==> config.mk <==
export PLATFORM = sky130hd
export DESIGN_NAME = seg8_scan_driver_flat
export DESIGN_NICKNAME = d
export VERILOG_FILES = /design/src/rtl/seg8_scan_driver_if.sv /design/src/rtl/seg8_scan_driver.sv /design/src/flat_wrapper.sv
export SDC_FILE = /design/constraint.sdc
export NUM_CORES = 1
export LEC_CHECK = 0
export CAP_MARGIN = 10
export CORE_AREA = 2 2 43 65
export DETAILED_ROUTE_END_ITERATION = 8
export DIE_AREA = 0 0 45 67
export PLACE_DENSITY = 0.75
export SLEW_MARGIN = 10
export SYNTH_ARGS = -nofsm -noshare
export SYNTH_HDL_FRONTEND = slang
export SYNTH_SLANG_ARGS = --single-unit
==> constraint.sdc <==
create_clock -name clk -period 2.5 [get_ports clk]
set_input_delay 0.375 -clock clk [delete_from_list [all_inputs] [get_ports clk]]
set_output_delay 0.375 -clock clk [all_outputs]
set_load 0.05 [all_outputs]
==> src/rtl/seg8_scan_driver_if.sv <==
`default_nettype none
// ============================================================================
// Module   : seg8_scan_driver_if
// Brief    : Display values in, scanned segment/anode drive and frame strobe out.
// Revision : 1.0 - initial release
// ============================================================================
interface seg8_scan_driver_if;
    logic [2:0] sp;
    logic [2:0] fr;
    logic [7:0] os;
    logic [2:0] po;
    logic [7:0] oa;
    logic       oc;

    modport master (
        output sp,
        output fr,
        input  os,
        input  po,
        input  oa,
        input  oc
    );

    modport slave (
        input  sp,
        input  fr,
        output os,
        output po,
        output oa,
        output oc
    );
endinterface
`default_nettype wire

==> src/rtl/seg8_scan_driver.sv <==
`default_nettype none
// ============================================================================
// Module   : seg8_scan_driver
// Brief    : 8-digit common-anode 7-segment scanner showing fr on digit 0 and
//            sp on digit 1, with a one-clock strobe on each frame wrap.
// Revision : 1.0 - initial release
// ============================================================================
module seg8_scan_driver #(
    parameter int SCAN_DIV = 4
) (
    input  wire logic          clk,
    input  wire logic          rst_n,
    seg8_scan_driver_if.slave  bus
);

    localparam int                  c_CNT_W    = (SCAN_DIV > 2) ? $clog2(SCAN_DIV) : 1;
    localparam logic [c_CNT_W-1:0]  c_CNT_LAST = c_CNT_W'(SCAN_DIV - 1);
    localparam logic [7:0]          c_BLANK    = 8'hFF;

    logic [c_CNT_W-1:0] r_cnt;
    logic [2:0]         r_po;
    logic [7:0]         r_oa;
    logic [7:0]         r_os;
    logic               r_oc;

    logic               w_step;
    logic [2:0]         w_po_next;
    logic [7:0]         w_os_next;
    logic [7:0]         w_oa_next;

    // Active-low segments g..a with the decimal point held off.
    function automatic logic [7:0] f_numeral(input logic [2:0] v);
        logic [7:0] seg;
        case (v)
            3'd0:    seg = 8'hC0;
            3'd1:    seg = 8'hF9;
            3'd2:    seg = 8'hA4;
            3'd3:    seg = 8'hB0;
            3'd4:    seg = 8'h99;
            3'd5:    seg = 8'h92;
            3'd6:    seg = 8'h82;
            default: seg = 8'hF8;
        endcase
        return seg;
    endfunction

    assign w_step    = (r_cnt == c_CNT_LAST);
    assign w_po_next = r_po + 3'd1;
    assign w_oa_next = ~(8'b1 << w_po_next);

    // Content is chosen for the digit about to be lit, so inputs are sampled
    // only on the step edge and never disturb a slot in progress.
    always_comb begin
        w_os_next = c_BLANK;
        case (w_po_next)
            3'd0:    w_os_next = f_numeral(bus.fr);
            3'd1:    w_os_next = f_numeral(bus.sp);
            default: w_os_next = c_BLANK;
        endcase
    end

    always_ff @(posedge clk or negedge rst_n) begin
        if (!rst_n) begin
            r_cnt <= '0;
            r_po  <= 3'd0;
            r_oa  <= 8'hFF;
            r_os  <= c_BLANK;
            r_oc  <= 1'b0;
        end else begin
            r_oc <= 1'b0;
            if (w_step) begin
                r_cnt <= '0;
                r_po  <= w_po_next;
                r_oa  <= w_oa_next;
                r_os  <= w_os_next;
                r_oc  <= (w_po_next == 3'd0);
            end else begin
                r_cnt <= r_cnt + c_CNT_W'(1);
            end
        end
    end

    assign bus.po = r_po;
    assign bus.oa = r_oa;
    assign bus.os = r_os;
    assign bus.oc = r_oc;

endmodule
`default_nettype wire

==> src/flat_wrapper.sv <==
// flat-port wrapper written by rule: the top's interface ports become plain ports
module seg8_scan_driver_flat 
#(
    parameter int SCAN_DIV = 4
)
  (clk, rst_n, bus_sp, bus_fr, bus_os, bus_po, bus_oa, bus_oc);
  seg8_scan_driver_if bus_i ();
  input  wire logic clk;
  input  wire logic rst_n;
  input wire logic [$bits(bus_i.sp)-1:0] bus_sp;
  input wire logic [$bits(bus_i.fr)-1:0] bus_fr;
  output wire logic [$bits(bus_i.os)-1:0] bus_os;
  output wire logic [$bits(bus_i.po)-1:0] bus_po;
  output wire logic [$bits(bus_i.oa)-1:0] bus_oa;
  output wire logic [$bits(bus_i.oc)-1:0] bus_oc;
  assign bus_i.sp = bus_sp;
  assign bus_i.fr = bus_fr;
  assign bus_os = bus_i.os;
  assign bus_po = bus_i.po;
  assign bus_oa = bus_i.oa;
  assign bus_oc = bus_i.oc;
  seg8_scan_driver #(.SCAN_DIV(SCAN_DIV)) u_core (.clk(clk), .rst_n(rst_n), .bus(bus_i));
endmodule
==> results by stage <==
Pwr:
- The worst-case IR drop observed on VDD is 0.2796 mV.
- The areal power density over the cells is between 300 and 400 mW/mm^2.
- The completed layout was analyzed and its total power is about 550 uW.
- The leakage power of the design is between 0.0005 and 0.0006 uW.

Floorplanning:
- The overall die height is 67 um.
- Measured along the x axis, the die boundary spans roughly 45 um.
- In this run the core area contains 22 standard-cell rows.
- For this design the top-level I/O count stands at 28.
- The die footprint is approximately 0.003 sq mm.
- The core region is roughly 0.0024 sq mm.
- The effective utilization at floorplan is a little under half.

Clock tree:
- The number of H-tree levels is 1.
- Buffers inserted to repair hold after CTS numbered 0.
- The clock tree root driver cell is clkbuf_4.
- The CTS tree is done.
- The number of clock sinks is 21.
- The clock-pin slew of the registers on the worst-case setup and hold paths is approximately 110 ps.
- The later pin in the worst-skew pair is clocked with a latency of ~310 ps.
- The post-CTS repair timing setup buffer count is 0.
- In this run the deepest clock path goes through 2 buffers.
- The total clock buffers created by CTS is 3.
- Gates resized during post-CTS repair numbered 0.

Critical path:
- For this run, the slowest stage of the critical path takes approximately 800 ps.
- Setup slack on the worst reg-to-reg path comes out at ~520 ps.
- STA classifies the critical path endpoint as an output port.
- The critical path goes through clkdlybuf4s50_1.
- The reg-to-reg critical path startpoint is u_core.bus.po[0].
- The highest net fanout along the worst path is 2.
- The worst setup path is launched from a register.
- The origin of the worst setup path is u_core.bus.os[6].
- The cell at the slowest stage of the critical path is clkdlybuf4s50_1.
- STA puts the critical path data arrival time at about 1700 ps.
- The data required time of the worst path is about 2100 ps.
- The combined buffer and inverter count along the critical path is 1.
- Measured in cells, the most critical reg-to-reg path has a length of 5.
- In this run the critical register-to-register path is captured at u_core.bus.os[2].
- The critical path is of the register to output port type.
- Grouping stages by cell kind, the critical path spends the most delay in buffers and inverters.

Route:
- After detailed routing, the total wire length is 2.155 mm.
- Before antenna repair, the detailed router went through 4 iterations.
- The final route contains between 800 and 900 vias.
- After detailed routing, the number of vias per cell comes to between 5 and 6.
- The post-detailed-route count of antenna-violating nets is 0.
- After detailed routing, the number of remaining DRC violations is 0.
- In this run, the number of DRC markers left after iteration 0 of detailed routing was 27.
- Dividing the detail-routed wire length by the instance count gives 13.30 um.

GRT:
- After global routing the overflow that remains totals 0.
- The combined global-route utilization of all metal layers is 16.38%.
- The via count of the first global-routing pass was 770.
- The largest net degree at the start of global routing is 22.
- The number of antenna violations at the first check in global routing is 0.
- The wire length of the first global-routing pass is 3.574 mm.

Timing:
- The final count of hold timing violations is 0.
- The count of pins over their slew limit is 0.
- The setup violation total in the final timing report is 0.
- The final period utilization is between 80% and 90%.
- The transition time of the tightest slew-check pin is between 500 and 600 ps.
- Adding up every negative setup slack in the final design gives 0 ps.
- The fmax is 484.0 MHz.
- Once routing completed, OpenROAD measured the worst setup slack at approximately 430 ps.
- On the final layout, the worst clock skew is slightly below 7 ps.
- Setup repair after global routing left no endpoint under its margin.
- The worst path needs between 2000 and 2500 ps of the cycle, external delays included.
- The worst pin sits at a relative slew slack of roughly 65%.

Synth:
- Of all flip-flops after synthesis, the portion carrying an async set or reset was between 90% and 100%.
- The count of distinct cell types in the synthesized netlist is 32.
- The most frequently used flop master after synthesis is dfstp_2.
- Counting flops and latches in the post-synthesis netlist gives 21.
- The number of nets handed over by synthesis was between 100 and 150.
- Counting flops with a built-in enable in the synthesized netlist gives 0.
- Counting every instance in the synthesized netlist gives roughly 110.
- The yosys synthesis warning count is 0.
- The synthesized area per cell is 10.01 sq um.
- The combined area of all synthesized cells is around 0.0011 sq mm.
- Of the synthesized area, sequential elements account for around 49%.

Finish:
- The count of non-filler cells in the finished layout is 162.
- The repair_antennas step left the layout with diodes totalling 0.
- Leaving out fill and tap cells, the most frequent cells in the layout are clkdlybuf4s50_1 (26), nor2_1 (21), dfstp_2 (15), a31oi_1 (11), nand2_1 (7).
- The post-synthesis to final-layout area growth is 25.00%.
- The layout has approximately 230 filler cells.
- In the final layout, the multi-input gates occupy just over 500 sq um.
- The net count of the finished layout is roughly 150.
- Summing all flip-flop and latch instances after layout gives around 540 sq um.
- The library cell used most frequently in the layout, excluding fill and tap cells, is clkdlybuf4s50_1.
- The fraction of layout cells with a size suffix above 1 is a little under a fifth.

Outcome:
- The flow ran to the end, and the final reports show no timing, DRC or antenna violations.

Placement:
- The count of buffers from port buffering is 26.
- The final HPWL from detailed placement is roughly 1.7 mm.
- Routability-driven placement finished with a final weighted congestion of a little under 0.9.
- The post-placement setup slack is between 500 and 600 ps.
- The number of cells in the design after placement is about 160.

Job:
- The max-capacitance violation count is 0.

Min path:
- The tightest min-delay check is of the input pin to async pin type.
metal layers:
metal / up-vias / part of all wire [%] / track usage [%]
met4: 0 / 2.6 / 9.926
met3: 5 / 4.1 / 1.626
met2: 28 / 49 / 25.36
li1: 440 / - / -
met1: 407 / 44 / 21.37
met5: - / 0 / 0
state kept, by name, summed over array words and instances (netlist names):
signal / cells
u_core.bus.oa: 8
u_core.bus.po: 3
u_core.bus.os: 7
u_core.r_cnt: 2
u_core.bus.oc: 1
per-stage QoR:
stage | utilization (%) | hold WS (ps) | area, sq um
detailed placement | 56.77 | 424.2 | 1375
global route | 57.85 | 398.2 | 1401
finish | 57.85 | 384.9 | 1401
global placement | 56.77 | 415.2 | 1375
CTS | 57.85 | 396.8 | 1401
floorplan | - | 79.41 | 1121
worst max-delay path by stage:
| stage | end | cells past startpoint | slack [ps] |
|---|---|---|---|
| finish | bus_os[6] | 1 | 430 |
| global route | u_core.bus.os[2] | 5 | 390 |
| CTS | bus_os[6] | 1 | 440 |
| detailed placement | u_core.bus.os[2] | 5 | 540 |
| global placement | u_core.bus.os[2] | 5 | 610 |
| floorplan | u_core.bus.os[2] | 5 | 420 |
synthesized netlist by cell type (2+ instances only):
library cell   n  share of area [%]
inv_1          2               0.67
ha_1           6                6.7
dfstp_2       15                 35
nand2b_1       3                1.7
nand2_1        7                2.3
a41oi_1        2                1.6
a31oi_1       11                6.1
buf_6          2                2.0
clkbuf_1       2               0.67
or3_1          2                1.1
dfrtp_1        6                 13
o22ai_1        2                1.1
nor2_1        21                7.0
o21ai_0        5                2.2
xnor2_1        3                2.3
nand3_1        3                1.3
xor2_1         4                3.1
and2_2         2                1.3
logic make-up after synthesis:
group,after synthesis,synth area share [%]
XOR/XNOR,8,6.920
adder cells (fa/ha/maj),6,6.696
AO/OA/AOI/OAI,23,12.95
buffers and inverters,8,5.246
flip-flops,21,48.55
AND/OR/NAND/NOR,45,19.31
other,1,0.3345
cell type report:
| class | count | area share [%] |
|---|---|---|
| Clock buffer | 4 | 1.875 |
| Inverter | 2 | 0.5357 |
| Multi-Input combinational cell | 83 | 36.96 |
| Sequential cell | 21 | 38.84 |
| Tap cell | 24 | 2.143 |
| Timing Repair Buffer | 28 | 19.64 |
where the power goes:
| part | internal (uW) | switching, uW | total [uW] |
|---|---|---|---|
| Sequential | 341 | 0 | 341 |
| Combinational | 18.0 | 23.3 | 41.3 |
| Clock | 62.5 | 102 | 165 |
| Total | 421 | 126 | 547 |
Note: power is estimated with default switching activity, not from simulation.
